--- config.mk ---
export PLATFORM = sky130hd
export DESIGN_NAME = rom_arbiter
export DESIGN_NICKNAME = d
export VERILOG_FILES = /design/src/rtl/rom_arb_pkg.sv /design/src/rtl/rr_arbiter.sv /design/src/rtl/rom_arbiter.sv
export SDC_FILE = /design/constraint.sdc
export NUM_CORES = 1
export LEC_CHECK = 0
export BUFFER_PORTS_ARGS = -buffer_cell sky130_fd_sc_hd__buf_2
export CAP_MARGIN = 5
export CORE_UTILIZATION = 30
export CTS_CLUSTER_SIZE = 16
export DETAILED_ROUTE_END_ITERATION = 10
export GPL_ROUTABILITY_DRIVEN = 1
export PLACE_DENSITY = 0.86
export RECOVER_POWER = 100
export SYNTH_ARGS = -nofsm -noshare
export SYNTH_HDL_FRONTEND = slang
export SYNTH_SLANG_ARGS = --single-unit
--- constraint.sdc ---
create_clock -name clock -period 2.2 [get_ports clock]
set_clock_uncertainty 0.1 [all_clocks]
set_input_delay 0.44 -clock clock [delete_from_list [all_inputs] [get_ports clock]]
set_output_delay 0.44 -clock clock [all_outputs]
set_load 0.02 [all_outputs]
--- src/rtl/rom_arb_pkg.sv ---
// Shared widths and types for the ROM arbiter: ROM bus typedefs and the
// return-path tag that follows each issued read.
package rom_arb_pkg;
  localparam int ADDR_W = 16;
  localparam int DATA_W = 8;

  typedef logic [ADDR_W-1:0] addr_t;
  typedef logic [DATA_W-1:0] data_t;

  typedef struct packed {
    logic       valid;
    logic [2:0] idx;
  } tag_t;
endpackage

--- src/rtl/rr_arbiter.sv ---
// Round-robin arbiter: searches from the requester after the last grant,
// wrapping mod N_REQ, and remembers the winner as the next search origin.
module rr_arbiter
  import rom_arb_pkg::*;
#(
  parameter int N_REQ = 4,
  parameter int IDX_W = $clog2(N_REQ)
) (
  input  logic             clock,
  input  logic             reset,
  input  logic [N_REQ-1:0] req,
  output logic [N_REQ-1:0] grant,
  output logic [IDX_W-1:0] grant_idx,
  output logic             any_grant
);

  logic [IDX_W-1:0] ptr_q, ptr_d, cand;

  always_comb begin
    grant     = '0;
    grant_idx = '0;
    any_grant = 1'b0;
    cand      = '0;
    // Explicit modulo keeps the wrap correct for non-power-of-2 N_REQ.
    for (int off = 1; off <= N_REQ; off++) begin
      cand = IDX_W'((int'(ptr_q) + off) % N_REQ);
      if (!any_grant && !reset && req[cand]) begin
        any_grant = 1'b1;
        grant_idx = cand;
      end
    end
    if (any_grant) grant[grant_idx] = 1'b1;
    ptr_d = any_grant ? grant_idx : ptr_q;
  end

  always_ff @(posedge clock) begin
    if (reset) ptr_q <= IDX_W'(N_REQ - 1);
    else       ptr_q <= ptr_d;
  end

endmodule

--- src/rtl/rom_arbiter.sv ---
// Shares one synchronous ROM between N_REQ requesters: round-robin issue of
// one read per clock, with a tag pipeline steering rom_q back to its owner.
module rom_arbiter #(
  parameter int N_REQ        = 4,
  parameter int READ_LATENCY = 2,
  parameter int ADDR_W       = rom_arb_pkg::ADDR_W,
  parameter int DATA_W       = rom_arb_pkg::DATA_W
) (
  input  logic                          clock,
  input  logic                          reset,
  input  logic [N_REQ-1:0]              req,
  input  logic [N_REQ-1:0][ADDR_W-1:0]  req_addr,
  output logic [N_REQ-1:0]              ack,
  output logic [N_REQ-1:0]              rvalid,
  output logic [DATA_W-1:0]             rdata,
  output logic [ADDR_W-1:0]             rom_address,
  input  logic [DATA_W-1:0]             rom_q
);
  import rom_arb_pkg::*;

  localparam int IDX_W = $clog2(N_REQ);

  logic [N_REQ-1:0] grant;
  logic [IDX_W-1:0] grant_idx;
  logic             any_grant;
  tag_t             tag_d;
  tag_t             tag_q [READ_LATENCY];

  rr_arbiter #(.N_REQ(N_REQ), .IDX_W(IDX_W)) u_rr (
    .clock     (clock),
    .reset     (reset),
    .req       (req),
    .grant     (grant),
    .grant_idx (grant_idx),
    .any_grant (any_grant)
  );

  // Issue stage: grant and ROM address in the same cycle as the request.
  assign ack         = grant;
  assign rom_address = any_grant ? req_addr[grant_idx] : '0;

  always_comb begin
    tag_d.valid = any_grant;
    tag_d.idx   = 3'(grant_idx);
  end

  // Tag stages: only valid bits are reset; indices are don't-care when invalid.
  always_ff @(posedge clock) begin
    tag_q[0].idx <= tag_d.idx;
    for (int s = 1; s < READ_LATENCY; s++) tag_q[s].idx <= tag_q[s-1].idx;
    if (reset) begin
      for (int s = 0; s < READ_LATENCY; s++) tag_q[s].valid <= 1'b0;
    end else begin
      tag_q[0].valid <= tag_d.valid;
      for (int s = 1; s < READ_LATENCY; s++) tag_q[s].valid <= tag_q[s-1].valid;
    end
  end

  // Return stage: decode the oldest tag; rom_q is passed straight through.
  always_comb begin
    rvalid = '0;
    for (int i = 0; i < N_REQ; i++) begin
      rvalid[i] = !reset && tag_q[READ_LATENCY-1].valid &&
                  (tag_q[READ_LATENCY-1].idx == 3'(i));
    end
  end

  assign rdata = rom_q;

endmodule
==> results.txt <==
Compared with the post-synthesis result, the final layout area differs by 136.8%. The worst path required time is 1.66 ns. The largest single stage delay on the critical path is 0.59 ns.

In the final timing run, aggregate negative setup slack is -5.851 ns. The tightest hold path in the finished design has a slack of 0.2273 ns. The post-detailed-placement cell area is 1564 sq um. TritonCTS created 3 clock buffers.

The library cell occupying the most area in the post-synthesis netlist is sky130_fd_sc_hd__a22oi_1. For the worst-skew pair, the clock arrives at the later sink with an insertion delay of 0.25 ns. Setup repair after global routing could not meet its margin everywhere. The simple logic cell fraction of the synthesized area came out at 19.74%. The number of standard cells in the final layout excluding fillers came out at 266. The routed wire length per instance is 16.17 um. The most critical setup path has its startpoint at req[0].

In the routed design, unresolved DRC markers number 0. Of all nets on the critical path, the largest fanout is 6. The number of detailed-routing iterations run before antenna repair is 4. The clock edge transition at the registers on the reported setup and hold paths is 0.05 ns. In this run the number of H-tree levels came out at 1. The tree built by TritonCTS fans out to 8 sinks. The highest achievable clock rate came out at 393.8 MHz. The register area share after synthesis came out at 18.18%. The total leakage power is 0.9385 nW. The worst register-to-register path ends at u_rr.ptr_q[0]. The count of placed standard cells including taps came out at 244.

The count of synthesis-stage warnings from yosys is 0. In this run the deepest clock path goes through 2 buffers. The flop-to-flop setup slack is 0.62 ns.

The endpoint arrival time on the critical path came out at 2.00 ns. The final max-slew violation count is 0. The total routing resource utilization after global routing is 26.90%.

The share of the clock period used by the worst path came out at 115.4%. The wire length of the first global-routing pass came out at 6672 um. The start point of the worst min-delay path is tag_q[0][1]. Averaged over all synthesized cells, the footprint is 7.529 sq um. The number of antenna diodes in the final layout is 0.

After global routing the overflow that remains totals 0. Detailed placement ended at an HPWL of 2507 um. The run finished, with violations left. The clock tree root driver cell is sky130_fd_sc_hd__clkbuf_4. The detailed-route wire length came out at 4301 um. Synthesis handed over a netlist of 117 instances.

The proportion of layout cells with a drive suffix above 1 came out at 77.45%. The placer congestion estimate came out at 0.7827. Max-cap violations in this run came to 0.

The library cells used most frequently in the layout, excluding fill and tap cells, are 70 x sky130_fd_sc_hd__buf_2, 25 x sky130_fd_sc_hd__buf_4, 25 x sky130_fd_sc_hd__buf_6. The chip height is 56.19 um. Synthesis produced a netlist with a net count of 195. In this run the tightest slew margin relative to its limit is 75.58%. The worst setup path is captured at an output pin. The count of antenna-violating nets left after detailed routing is 0.

The capture point of the worst path is rom_address[11]. The count of endpoints failing setup in the final report came out at 20. The number of top-level design ports came out at 110. In this run the standard cell core region covers 2758 sq um. The largest net degree at the start of global routing is 10. The minimum setup slack in the final design is -0.3395 ns.

The worst-case vdd ir drop is 389.9 uV. In this run the cell area of the synthesized design comes to 880.8 sq um. The startpoint identified for the worst register-to-register timing path is u_rr.ptr_q[1]. The slowest stage of the critical path belongs to the cell sky130_fd_sc_hd__or4_4.

The first-iteration detailed-routing DRC count came out at 28. TritonCTS built the clock tree. The area share of the leading cell type in the synthesized netlist came out at 27.27%. The power per cell area came out at 439.3 nW/um^2.

STA classifies the critical path startpoint as a primary input. The port buffer count came out at 93. The final hold violation count is 0. The minimum period implied by the final worst setup slack came out at 2.540 ns.

The initialized floorplan defines 19 standard-cell rows. The transition time at the pin with the least slew margin is 0.3674 ns. From left edge to right edge, the die measures 56.19 um. The die covers 3157 sq um. The main combinational cell family by area after synthesis is compound AO/OA/AOI/OAI gates. The area share of xor/xnor cells in the synthesized design is 0%. At the end of the flow, the number of nets in the layout was 315. The adder and majority gate portion of the synthesized area is 0%. The initial antenna violation count is 0. Counting flops and latches in the post-synthesis netlist gives 8. The post-route standard cell area excluding fillers came out at 2086 sq um.

The checks that failed: negative setup slack. After synthesis, the share of cell area in mux cells is 0%. In the post-synthesis netlist, the biggest area contributors are sky130_fd_sc_hd__a22oi_1 27%, sky130_fd_sc_hd__dfxtp_1 18%, sky130_fd_sc_hd__o22ai_1 11%, sky130_fd_sc_hd__buf_4 6.8%, sky130_fd_sc_hd__nor2_1 3.0%. Summing the areas of all compound-gate instances in the mapped netlist gives 47.87% of the synthesized area. The per-cell via count in the routed design is 5.628.

The synthesized netlist contains 29 unique library cells. The critical path is of the in -> out type. Once the floorplan was initialized, standard cells occupied 31.94% of the core.

The via count of the first global-routing pass is 1499. The leading cell type in the layout, fill and taps excluded is sky130_fd_sc_hd__buf_2. The tightest min-delay check is of the reg -> reg type. The vias after detailed routing is 1497. Walking the worst path, the cells encountered are buf_2 -> a211o_1 -> and3_4 -> or4_4 -> o22ai_2 -> buf_6. The cell count of the worst reg-to-reg path is 5.
==> kinds of logic (layout without fill, tap and decap cells) <==
kind of cell | Yosys count | in the layout
AOI/OAI and AO/OA | 60 | 60
and+or+nand+nor | 29 | 32
buffers and inverters | 20 | 135
DFF | 8 | 8
==> state kept, by name, summed over array words and instances (netlist names) <==
signal / cells
tag_q: 6
u_rr.ptr_q: 2
==> critical path, delay by kind of cell <==
family	cells	cell delay, ns
AO/OA/AOI/OAI	2	0.53
AND/OR/NAND/NOR	2	0.77
buffers and inverters	2	0.27
==> worst min-delay path by stage <==
stage,cells after the start,endpoint,slack (ns)
floorplan,0,tag_q[0][4],0.21
global placement,0,tag_q[0][4],0.21
detailed placement,0,tag_q[0][5],0.22
CTS,0,tag_q[0][5],0.23
global route,0,tag_q[0][5],0.23
finish,0,tag_q[0][5],0.23
==> power breakdown <==
part	switching (W)	leakage, nW	internal (W)
logic	0.000312	0.858	0.000328
clock network	0.0000441	0.0138	0.0000620
registers	0.0000104	0.0668	0.000159
total	0.000367	0.939	0.000550
==> cell type report <==
type	count	area (sq um)
Tap cell	31	38.79
Multi-Input combinational cell	92	940.9
Timing Repair Buffer	129	904.6
Sequential cell	8	165.2
Clock buffer	3	22.52
Fill cell	204	671.9
Inverter	3	13.76
==> routing by layer <==
| layer | track usage (%) | vias up | wire length [um] |
|---|---|---|---|
| met5 | 0 | - | 0 |
| met4 | 9.756 | 0 | 109 |
| met3 | 4.419 | 12 | 282 |
| met2 | 52.55 | 81 | 2294 |
| met1 | 28.33 | 696 | 1614 |
| li1 | - | 708 | - |
==> cell usage after synthesis (all sizes together) <==
cell type / count
a22oi: 32
o22ai: 16
buf: 14
dfxtp: 8
nor2: 7
nand2b: 4
a21oi: 3
clkbuf: 3
inv: 3
nand2: 3
nor2b: 3
o21ai: 3
and2: 2
and3: 2
nor3: 2
nor3b: 2
a211o: 1
a211oi: 1
a21boi: 1
a31oi: 1
and2b: 1
nand3b: 1
nor4: 1
o31ai: 1
o32ai: 1
or4: 1
==> stage by stage <==
step / setup slack, ns / util [%] / total power (W)
final: -0.3395 / 75.64 / 0.0009162
after global routing: -0.3918 / 75.64 / 0.0009689
after CTS: -0.3694 / 74.23 / 0.0008989
after detailed placement: -0.7756 / 56.72 / 0.0006162
after global placement: -0.7287 / 56.72 / 0.0006102
after floorplan: -0.1099 / - / 0.0004678
==> what timing repair did <==
action | 4_1_cts | 5_1_grt
cloned | 5 | 0
endpoints found under the setup margin | 20 | 20
hold buffers | 0 | 0
setup buffers | 12 | 2
pin swaps | 26 | 16
gates resized for setup | 78 | 12
(Power assumes the default switching activity.)
